`config.mk`:
```
export PLATFORM = sky130hd
export DESIGN_NAME = stream_mux_rr
export DESIGN_NICKNAME = d
export VERILOG_FILES = /design/src/rtl/stream_mux_rr.sv
export SDC_FILE = /design/constraint.sdc
export NUM_CORES = 1
export LEC_CHECK = 0
export BUFFER_PORTS_ARGS = -buffer_cell sky130_fd_sc_hd__buf_2
export CELL_PAD_IN_SITES_DETAIL_PLACEMENT = 1
export CELL_PAD_IN_SITES_GLOBAL_PLACEMENT = 1
export CORE_MARGIN = 10
export CORE_UTILIZATION = 33
export CTS_BUF_LIST = sky130_fd_sc_hd__clkbuf_16
export DETAILED_ROUTE_END_ITERATION = 8
export PLACE_DENSITY = 0.87
export RECOVER_POWER = 100
export SLEW_MARGIN = 20
export SYNTH_ARGS = -nofsm -noshare
export SYNTH_HDL_FRONTEND = slang
export SYNTH_SLANG_ARGS = --single-unit
```
`constraint.sdc`:
```
create_clock -name clk -period 2 [get_ports clk]
set_input_delay 0.1 -clock clk [delete_from_list [all_inputs] [get_ports clk]]
set_output_delay 0.1 -clock clk [all_outputs]
set_load 0.005 [all_outputs]
```
`src/rtl/stream_mux_rr.sv`:
```
// stream_mux_rr: N-input stream multiplexer with fixed-priority or
// round-robin arbitration, optional forced channel select, and a
// one-entry registered output stage with valid/ready handshaking.
module stream_mux_rr #(
  parameter int W    = 32,
  parameter int N    = 4,
  parameter int MODE = 1,
  localparam int CW  = (N > 1) ? $clog2(N) : 1
) (
  input  logic           clk,
  input  logic           rst,
  input  logic [N-1:0]   in_valid,
  input  logic [N*W-1:0] in_data,
  output logic [N-1:0]   in_ready,
  input  logic           sel_en,
  input  logic [CW-1:0]  sel,
  output logic           out_valid,
  output logic [W-1:0]   out_data,
  output logic [CW-1:0]  out_ch,
  input  logic           out_ready
);

  logic           load_p0;
  logic [N-1:0]   elig_p0;
  logic [N-1:0]   grant_p0;
  logic           gvld_p0;
  logic [CW-1:0]  gidx_p0;
  logic [W-1:0]   gdata_p0;
  logic [CW-1:0]  ptr;

  // Stage p0: combinational eligibility, arbitration and handshake
  assign load_p0 = !out_valid || out_ready;

  // Eligible set: all valid channels, or only the forced channel when in range
  always_comb begin
    elig_p0 = in_valid;
    if (sel_en) begin
      elig_p0 = '0;
      if (32'(sel) < 32'(N)) elig_p0[sel] = in_valid[sel];
    end
  end

  // Pick the first eligible channel, scanning from 0 (fixed) or from ptr (round-robin)
  always_comb begin
    int          idx;
    logic [CW-1:0] idx_c;
    gvld_p0  = 1'b0;
    gidx_p0  = '0;
    gdata_p0 = '0;
    grant_p0 = '0;
    for (int k = 0; k < N; k++) begin
      idx = (MODE == 1) ? int'(ptr) + k : k;
      if (idx >= N) idx = idx - N;
      idx_c = CW'(idx);
      if (!gvld_p0 && elig_p0[idx_c]) begin
        gvld_p0  = 1'b1;
        gidx_p0  = idx_c;
        gdata_p0 = in_data[idx_c*W +: W];
      end
    end
    if (gvld_p0) grant_p0[gidx_p0] = 1'b1;
  end

  // Ready only to the granted channel, and only when the output register can take a word
  assign in_ready = (load_p0 && !rst) ? grant_p0 : '0;

  // Stage p1: output register and round-robin pointer
  always_ff @(posedge clk or posedge rst) begin
    if (rst) begin
      out_valid <= 1'b0;
      out_data  <= '0;
      out_ch    <= '0;
      ptr       <= '0;
    end else if (load_p0) begin
      if (gvld_p0) begin
        out_valid <= 1'b1;
        out_data  <= gdata_p0;
        out_ch    <= gidx_p0;
        if (MODE == 1)
          ptr <= (32'(gidx_p0) == 32'(N - 1)) ? '0 : gidx_p0 + 1'b1;
      end else begin
        out_valid <= 1'b0;
      end
    end
  end

endmodule

```
======== After elaboration in Yosys (flattened, before gate mapping) ========
Cells that the tools add are included.
word-level totals
  output and inout bits ................... 39
  bits in registers ....................... 37
cells by class
  bitwise gates (word level) .............. 1
  magnitude comparators ................... 12
  mux-type cells .......................... 35
  equal/unequal tests ..................... 1
  shifts and indexed selects .............. 4
  add/sub/neg operators ................... 8
  reduce and logical (&&, ||, !) cells .... 13
operator list
  operator                                                                      count
  128-bit by 8-bit indexed part select with 32-bit output                       4
  32-bit two-way mux                                                            4
  2-bit by 3-bit less-than comparator with 1-bit output, second input constant  6
  2-bit two-way mux                                                             9
  1-bit two-way mux                                                             12
  4-bit two-way mux                                                             3
  1-bit binary-select mux with 2-bit select                                     5
  3-bit >= comparator, second input constant                                    3
  2-bit by 1-bit subtractor with 2-bit output, second input constant            4
  2-bit by 2-bit adder with 3-bit output, second input constant                 2
  1-bit logical AND                                                             6
  1-bit logical NOT                                                             5
  4-bit AND                                                                     1
  1-bit demux with 2-bit select                                                 2
  2-bit by 1-bit >= comparator with 1-bit output, second input constant         2
  2-bit by 1-bit adder with 3-bit output, second input constant                 1
  2-bit by 3-bit >= comparator with 1-bit output, second input constant         1
  2-bit by 1-bit adder with 2-bit output, second input constant                 1
  2-bit == test, second input constant                                          1
  2-bit AND reduction                                                           1
  1-bit logical OR                                                              1

======== Depth between registers and ports, before layout ========
Gate-level depths: netlist of the first run.
  depth after elaboration ................. 24
  gate-level depth with buffers ........... 11
  gate-level depth less buffers ........... 9

======== Least setup slack after synthesis of the first run ========
Ideal clock, no wire load.
  path type ............................... register to register
  start ................................... register ptr[1]
  end ..................................... register ptr[1]
  slack ................................... -0.132 ns
  path buffers ............................ 3
  data required time ...................... 1.875 ns
  stages on the path, launching flop included .. 11
  library setup time ...................... 0.125 ns
  clock period less this slack ............ 2.132 ns
  arrival ................................. 2.007 ns
  path through ............................ dfrtp_1 buf_2 buf_4 buf_2 a21oi_1 o21a_1 o22ai_1 inv_1 ha_1 nand2_1 o21ai_1
between the ends
  cells in the longest elaborated chain, start to end .. 16
  elaborated cells on any way between the ends .. 41
  classes of those cells .................. add/sub: 8; order compare: 4; eq/ne: 1; mux: 21; reduce/logical: 7
ends and longest elaborated chain
  item                                                                             line  source
  from (decl)                                                                      29    logic [CW-1:0] ptr;
  from (signal assigned)                                                           80    ptr <= (32'(gidx_p0) == 32'(N - 1)) ? '0 : gidx_p0 + 1'b1;
  branches (longest 13 deep; another with 2-bit by 1-bit adder with 3-bit output)  n/a
  2-bit two-way mux *                                                              55    if (!gvld_p0 && elig_p0[idx_c]) begin
  named net gidx_p0[1]                                                             27    logic [CW-1:0] gidx_p0;
  2-bit by 1-bit adder with 2-bit output or 2-bit == test (tied branches)          80
  2-bit two-way mux *                                                              80
Mark *: on every way through the listed nets, which the timed path passes. The select of a mux whose other input is x is not followed.
A chain may end at the register's enable or synchronous reset.

======== Worst setup path in the final report of the first run ========
  start ................................... input port sel_en
  end ..................................... output port in_ready[3]
between the ends
  cells in the longest elaborated chain, start to end .. 19
  elaborated cells on any way between the ends .. 30
  classes of those cells .................. order compare: 2; mux: 21; reduce/logical: 7
ends and longest elaborated chain
  item                                                                                                                                           line  source
  from (decl)                                                                                                                                    15    input logic sel_en,
  4-bit two-way mux *                                                                                                                            37    if (sel_en) begin
  1-bit binary-select mux with 2-bit select                                                                                                      55
  1-bit two-way mux (not written as such)                                                                                                        55
  1-bit two-way mux                                                                                                                              55
  1-bit logical NOT                                                                                                                              55
  1-bit logical AND                                                                                                                              55
  1-bit two-way mux                                                                                                                              55
  1-bit logical NOT                                                                                                                              55
  (+4 left out)                                                                                                                                  n/a
  2-bit two-way mux *                                                                                                                            55
  named net gidx_p0[0]                                                                                                                           27
  2-bit by 3-bit less-than comparator with 1-bit output (not written as such) or 2-bit by 1-bit >= comparator with 1-bit output (tied branches)  61    if (gvld_p0) grant_p0[gidx_p0] = 1'b1;
  1-bit logical AND (not written as such)                                                                                                        61
  1-bit two-way mux (not written as such)                                                                                                        61
  1-bit demux with 2-bit select *                                                                                                                61
  4-bit two-way mux *                                                                                                                            61
  4-bit two-way mux *                                                                                                                            65    assign in_ready = (load_p0 && !rst) ? grant_p0 : '0;
  to (decl)                                                                                                                                      14    output logic [N-1:0] in_ready,
Mark *: on every way through the listed nets, which the timed path passes. The rest lies on a longest branch. The select of a mux whose other input is x is not followed.

==> flow_metrics.env, run 1 <==
export IMPL_grt_usage_pct=23.0
export IMPL_dp_hpwl_um=18800
export IMPL_area_growth_pct=57.0
export IMPL_grt_pass1_wl_um=40800
export IMPL_ys_async_sr_fraction_pct=100
export IMPL_grt_max_degree=67
export IMPL_hold_path_depth=5
export IMPL_finClkSkew_ns=0.00318
export IMPL_drt_wirelength_per_cell_um=25.3
export IMPL_dr_pass1_iters=6
export IMPL_die_w_um=146
export IMPL_final_hold_violation_count=0
export IMPL_vias=7473
export IMPL_die_area_um2=21300
export IMPL_synth_edf_count=0
export IMPL_cts_tree="yes"
export IMPL_hold_ws_ns=0.264
export IMPL_synth_nets=851
export IMPL_initial_core_util_pct=33.4
export IMPL_drc=0
export IMPL_syn_inst=709
export IMPL_setup_worst_path_class="in -> out"
export IMPL_vdd_drop_max_v=0.000432
export IMPL_grt_pass1_vias=7505
export IMPL_power_density_nw_per_um2=1190
export IMPL_fp_row_count=46
export IMPL_min_path_type="in -> reg"
export IMPL_ys_warn_count=0
export IMPL_grt_overflow=0
export IMPL_antenna_found_initial=1
export IMPL_tightest_slew_ns=0.515
export IMPL_wirelength_um=29300
export IMPL_fillers=1913
export IMPL_slew_headroom_pct=65.3
export IMPL_multi_input_area_um2=4690
export IMPL_cp_arrival_ns=2.39
export IMPL_syn_avg_cell_area_um2=7.39
export IMPL_cts_sinks=37
export IMPL_cts_path_max_buffers=2
export IMPL_core_um2=15700
export IMPL_fin_util_pct=52.4
export IMPL_status="complete, but fails checks"
export IMPL_yosysUniqueCellTypes=52
export IMPL_synthFlopType="dfrtp_1"
export IMPL_clk_pin_slew_ns=0.07
export IMPL_ios=177
export IMPL_violations="negative setup slack"
export IMPL_drv_slew=0
export IMPL_p_leak_uw=0.00341
export IMPL_crit_required_ns=1.90
export IMPL_regArea_um2=931
export IMPL_globalplace_congestion=0.904
export IMPL_finalCritPeriodShare_pct=124
export IMPL_rrSetupSlack_ns=-0.27
export IMPL_endpoint_kind="primary output"
export IMPL_clk_latency_ns=0.31
export IMPL_rsz0062_at_grt="true"
export IMPL_worstSetupStartpointType="primary input"
export IMPL_drive_gt1_share_pct=49.8
export IMPL_layout_setup_ws_ns=-0.486
export IMPL_cts_max_level=2
export IMPL_root_buffer="clkbuf_16"
export IMPL_crit_path_max_fanout=9
export IMPL_maxCapViolations=0
export IMPL_setup_viol=38
export IMPL_die_h_um=146
export IMPL_netlist_area_um2=5240
export IMPL_max_freq_mhz=402
export IMPL_drt_iter0_drc=631
export IMPL_reg2reg_depth=10
export IMPL_fin_nets=1081
export IMPL_ys_seq_elements=37
export IMPL_numPortBuffers=176
export IMPL_synth_seq_area_share_pct=17.7
export IMPL_drt_vias_per_instance=6.45
export IMPL_ant_nets=0
export IMPL_numCtsBuffers=5
export IMPL_pre_cts_ws_ns=-0.406
export IMPL_finalCriticalPeriod_ns=2.49
==> cell type report <==
| class | count | area share [%] |
|---|---|---|
| Tap cell | 216 | 3.28 |
| Timing Repair Buffer | 298 | 26.2 |
| Multi-Input combinational cell | 590 | 57.1 |
| Clock inverter | 3 | 0.213 |
| Clock buffer | 5 | 1.52 |
| Antenna cell | 2 | 0.0608 |
| Inverter | 7 | 0.365 |
| Sequential cell | 37 | 11.3 |
==> through the flow <==
step,area (um2),setup TNS (ns),total power (uW),instances
after global placement,6980,-6.38,6990,1119
final,8230,-8.35,9760,1158
after floorplan,5260,0,5070,709
after CTS,7370,-5.28,8480,1133
after global routing,8220,-10.60,10300,1156
after detailed placement,6980,-9.16,7200,1119
==> where the power goes <==
part | total (uW) | switching [uW] | internal, uW
Clock | 877 | 417 | 460
Sequential | 1380 | 262 | 1120
Combinational | 7500 | 4120 | 3390
==> Yosys cell counts (all sizes together), types with 3 or more instances <==
master | count | area share, %
or2 | 4 | 0.48
o22ai | 3 | 0.48
a221oi | 24 | 4.0
dfrtp | 37 | 18
o2111ai | 20 | 3.3
a22oi | 24 | 3.4
ha | 4 | 0.95
nor4 | 13 | 1.8
mux2 | 40 | 8.6
nand3 | 16 | 1.5
nor3 | 3 | 0.29
nand2 | 80 | 5.7
o21a | 3 | 0.43
a21oi | 46 | 4.5
and3 | 5 | 0.60
nor2 | 36 | 2.6
inv | 6 | 0.43
clkbuf | 40 | 2.9
nand2b | 8 | 0.95
mux2i | 40 | 7.6
o21ai | 159 | 15
buf | 36 | 4.0
mux4 | 12 | 5.2
a31oi | 22 | 2.6
==> worst paths after layout <==
| path | start | endpoint |
|---|---|---|
| setup / recovery | sel_en | in_ready[3] |
| hold / removal | in_data[27] | out_data[27]$_DFFE_PP0P_ |
| setup reg to reg | ptr[1]$_DFFE_PP0P_ | out_data[12]$_DFFE_PP0P_ |
| hold reg to reg | out_data[16]$_DFFE_PP0P_ | out_data[16]$_DFFE_PP0P_ |
| max in group asynchronous | rst | ptr[1]$_DFFE_PP0P_ |
| min in group asynchronous | rst | out_data[10]$_DFFE_PP0P_ |
==> critical path: stages <==
cell      delay (ns)
clkbuf_4        0.17
buf_12          0.15
buf_4           0.15
nor3_1          0.32
o21ai_1         0.18
nor4_4          0.37
a31oi_1         0.12
a32o_2          0.33
inv_2           0.11
ha_4            0.13
and3_4          0.16
buf_6           0.09
==> flip-flops by register name, summed over array words and instances, names as in the netlist <==
name	count
out_ch	2
out_data	32
out_valid	1
ptr	2
==> kinds of logic after synthesis <==
family / count (synthesis) / synth area share (%)
multiplexers: 92 / 21.4
flip-flops: 37 / 17.7
buffers and inverters: 83 / 7.35
adder cells (fa/ha/maj): 4 / 0.955
AO/OA/AOI/OAI: 317 / 37.1
AND/OR/NAND/NOR: 176 / 15.5
==> per-layer routing <==
metal | vias up | track usage (%) | part of all wire, % | wire (um)
met2 | 537 | 38.5 | 48 | 14000
li1 | 3196 | - | - | -
met4 | 0 | 6.61 | 4.0 | 1160
met3 | 111 | 5.44 | 9.8 | 2860
met5 | - | 0 | 0 | 0
met1 | 3629 | 28.7 | 38 | 11200
==> placed cells by master, fill, tap and decap left out, types with 10 or more instances in the layout <==
master	count
buf_2	172
o21ai_0	118
buf_4	84
nand2_1	77
mux2i_1	40
mux2_2	40
dfrtp_1	35
o21ai_1	34
nor2_1	34
a21oi_1	25
a221oi_1	18
a22oi_1	18
buf_6	18
o2111ai_1	17
a21oi_2	16
nand3_1	16
buf_12	14
a31oi_4	13
mux4_2	12
nor4_4	10
==> timing repair <==
action | 4_1_cts | 5_1_grt
gates cloned | 1 | 6
pin swaps | 6 | 50
hold endpoints to repair | 16 | 0
setup endpoints to repair | 37 | 38
buffers inserted | 4 | 21
hold buffers | 1 | 0
gates resized for setup | 35 | 124
Power figures use the tool's default switching activity.
==> run 2: changes to the inputs <==
Settings changed: CORE_MARGIN 10 to 5.
==> run 2 against run 1 <==
  * The run still ends with negative setup slack left
  * Count of clock-buffer cells in the layout unchanged
  * Die area down 13%
  * Global-route usage up 3.0 points
  * Maximum frequency up 5.1%
  * Largest power group unchanged
==> flow_metrics.env, run 2 (synthesis gave the netlist of run 1 again) <==
export IMPL_crit_path_frequent_cell="buf_6"
export IMPL_drive_gt1_share_pct=43.8
export IMPL_die_w_um=136
export IMPL_finalCriticalPeriod_ns=2.37
export IMPL_cts_tree="yes"
export IMPL_finClkSkew_ns=0.0100
export IMPL_crit_family="compound AO/OA/AOI/OAI gates"
export IMPL_vdd_drop_max_v=0.000529
export IMPL_layout_top_registers="out_data (32), out_ch (2), ptr (2)"
export IMPL_final_cell_mix="buf_2, o21ai_0, nand2_1, buf_4, o21ai_1"
export IMPL_grt_usage_pct=26.0
export IMPL_vias=7169
export IMPL_root_buffer="clkbuf_16"
export IMPL_regMostFlops="out_data"
export IMPL_fp_row_count=46
export IMPL_cp_arrival_ns=2.27
export IMPL_combPwrFrac_pct=74.9
export IMPL_fin_nets=1068
export IMPL_pre_cts_ws_ns=-0.371
export IMPL_grt_pass1_wl_um=38100
export IMPL_globalplace_congestion=0.913
export IMPL_dp_hpwl_um=17900
export IMPL_violations="negative setup slack"
export IMPL_status="complete, but fails checks"
export IMPL_final_common_cell="buf_2"
export IMPL_worst_path_buf_inv=3
export IMPL_p_sw_uw=4450
export IMPL_design_area_um2=7890
export IMPL_cts_sinks=37
export IMPL_path_depth=7
export IMPL_reg2reg_depth=8
export IMPL_worst_path_max_delay_cell="dfrtp_4"
export IMPL_dpl_cell_area_um2=6880
export IMPL_tightest_slew_ns=1.09
export IMPL_slew_headroom_pct=27.5
export IMPL_antenna_found_initial=0
export IMPL_power_density_nw_per_um2=1190
export IMPL_pwr_share_clk_pct=10.3
export IMPL_critPathMaxStageDelay_ns=0.51
export IMPL_core_um2=15700
export IMPL_numCtsBuffers=5
export IMPL_dr_pass1_iters=5
export IMPL_finalCritPeriodShare_pct=118
export IMPL_worstPathCellList="buf_12 > o41a_1 > a32o_2 > buf_6 > ha_4 > and3_4 > buf_6"
export IMPL_area_growth_pct=50.5
export IMPL_numPortBuffers=176
export IMPL_endpoint_kind="primary output"
export IMPL_rsz0062_at_grt="true"
export IMPL_p_sw_share_pct=47.6
export IMPL_maxCapViolations=0
export IMPL_grt_overflow=0
export IMPL_layout_setup_ws_ns=-0.366
export IMPL_wirelength_um=26900
export IMPL_hold_path_depth=5
export IMPL_fin_tns_setup_ns=-4.91
export IMPL_initial_core_util_pct=33.4
export IMPL_pwr_share_seq_pct=14.7
export IMPL_crit_path_max_fanout=6
export IMPL_clk_latency_ns=0.31
export IMPL_final_hold_violation_count=0
export IMPL_cts_max_level=2
export IMPL_drt_wirelength_per_cell_um=23.6
export IMPL_max_freq_mhz=423
export IMPL_p_int_uw=4900
export IMPL_ios=177
export IMPL_clk_pin_slew_ns=0.06
export IMPL_fillers=1957
export IMPL_p_leak_uw=0.00326
export IMPL_cts_path_max_buffers=2
export IMPL_grt_pass1_vias=7123
export IMPL_ant_nets=0
export IMPL_worstSetupStartpointType="flop"
export IMPL_insertedDiodeCount=0
export IMPL_min_path_type="in -> reg"
export IMPL_setup_worst_path_class="reg -> out"
export IMPL_drc=0
export IMPL_grt_max_degree=65
export IMPL_die_area_um2=18500
export IMPL_die_h_um=136
export IMPL_crit_required_ns=1.90
export IMPL_drt_iter0_drc=531
export IMPL_drt_vias_per_instance=6.27
export IMPL_drv_slew=0
export IMPL_setup_viol=37
export IMPL_largest_reg_flops=32
[run 2: cell types whose count changed in the layout (fill, tap and decap cells not counted), moves of 11 or more]
cell      previous run  this run
a31oi_4             13         1
clkbuf_1             0        23
buf_2              172       151
a21oi_1             25        36
o21ai_1             34        45
a21oi_2             16         5
buf_4               84        67
o21ai_0            118       106
[run 2: power by group through the flow]
stage | registers (uW) | clock network (uW) | logic, uW
2_1_floorplan | 1350 | 0 | 3720
3_3_place_gp | 1360 | 0 | 5570
3_5_place_dp | 1380 | 0 | 5800
4_1_cts | 1360 | 975 | 6200
5_1_grt | 1410 | 995 | 7500
6_report | 1380 | 964 | 7010
[run 2: layout make-up]
type	count	area (um2)	share of cell area (%)
multi-input cells	590	4470	56.7
inverters	7	26.3	0.333
clock inverters	3	37.5	0.476
clock buffers	5	125	1.59
well taps	216	270	3.43
repair buffers	285	2030	25.7
flip-flops and latches	37	931	11.8
[run 2: worst paths after layout]
check                                    startpoint                       end  slack (ns)
setup / recovery                 ptr[1]$_DFFE_PP0P_               in_ready[2]       -0.37
min in group asynchronous                       rst   out_data[0]$_DFFE_PP0P_        0.36
hold reg to reg            out_data[18]$_DFFE_PP0P_  out_data[18]$_DFFE_PP0P_        0.48
hold / removal                           in_data[0]   out_data[0]$_DFFE_PP0P_        0.27
max in group asynchronous                       rst  out_data[12]$_DFFE_PP0P_        0.33
setup reg to reg                 ptr[1]$_DFFE_PP0P_   out_data[7]$_DFFE_PP0P_       -0.21
[run 2: routing by layer]
metal  part of all wire, %  global-route usage (%)  up-vias
met5                     0                       0        -
met3                   8.0                    5.14       70
met1                    40                    32.2     3536
li1                      -                       -     3158
met4                   3.1                    8.57        0
met2                    49                    45.1      405
[run 2: metrics by stage]
step	hold WS [ns]	std cells	power, uW	utilization (%)
finish	0.270	1143	9350	50.2
global route	0.294	1143	9910	50.2
CTS	0.207	1130	8540	47.2
detailed placement	0.0143	1108	7180	43.8
global placement	0.00589	1108	6930	43.8
floorplan	0.252	709	5070	-
[run 2: what timing repair did]
item / CTS / global route
resized for setup: 44 / 94
endpoints found under the hold margin: 20 / 0
pin swaps: 18 / 41
hold buffers: 1 / 0
buffers inserted: 11 / 13
gates cloned: 2 / 6
setup endpoints to repair: 37 / 38
[run 2: worst reg2reg max path: cells and delay by family (launching register included)]
family	cells	cell delay, ns
buffers and inverters	2	0.34
and+or+nand+nor	2	0.38
DFF	1	0.51
AOI/OAI and AO/OA	4	0.86
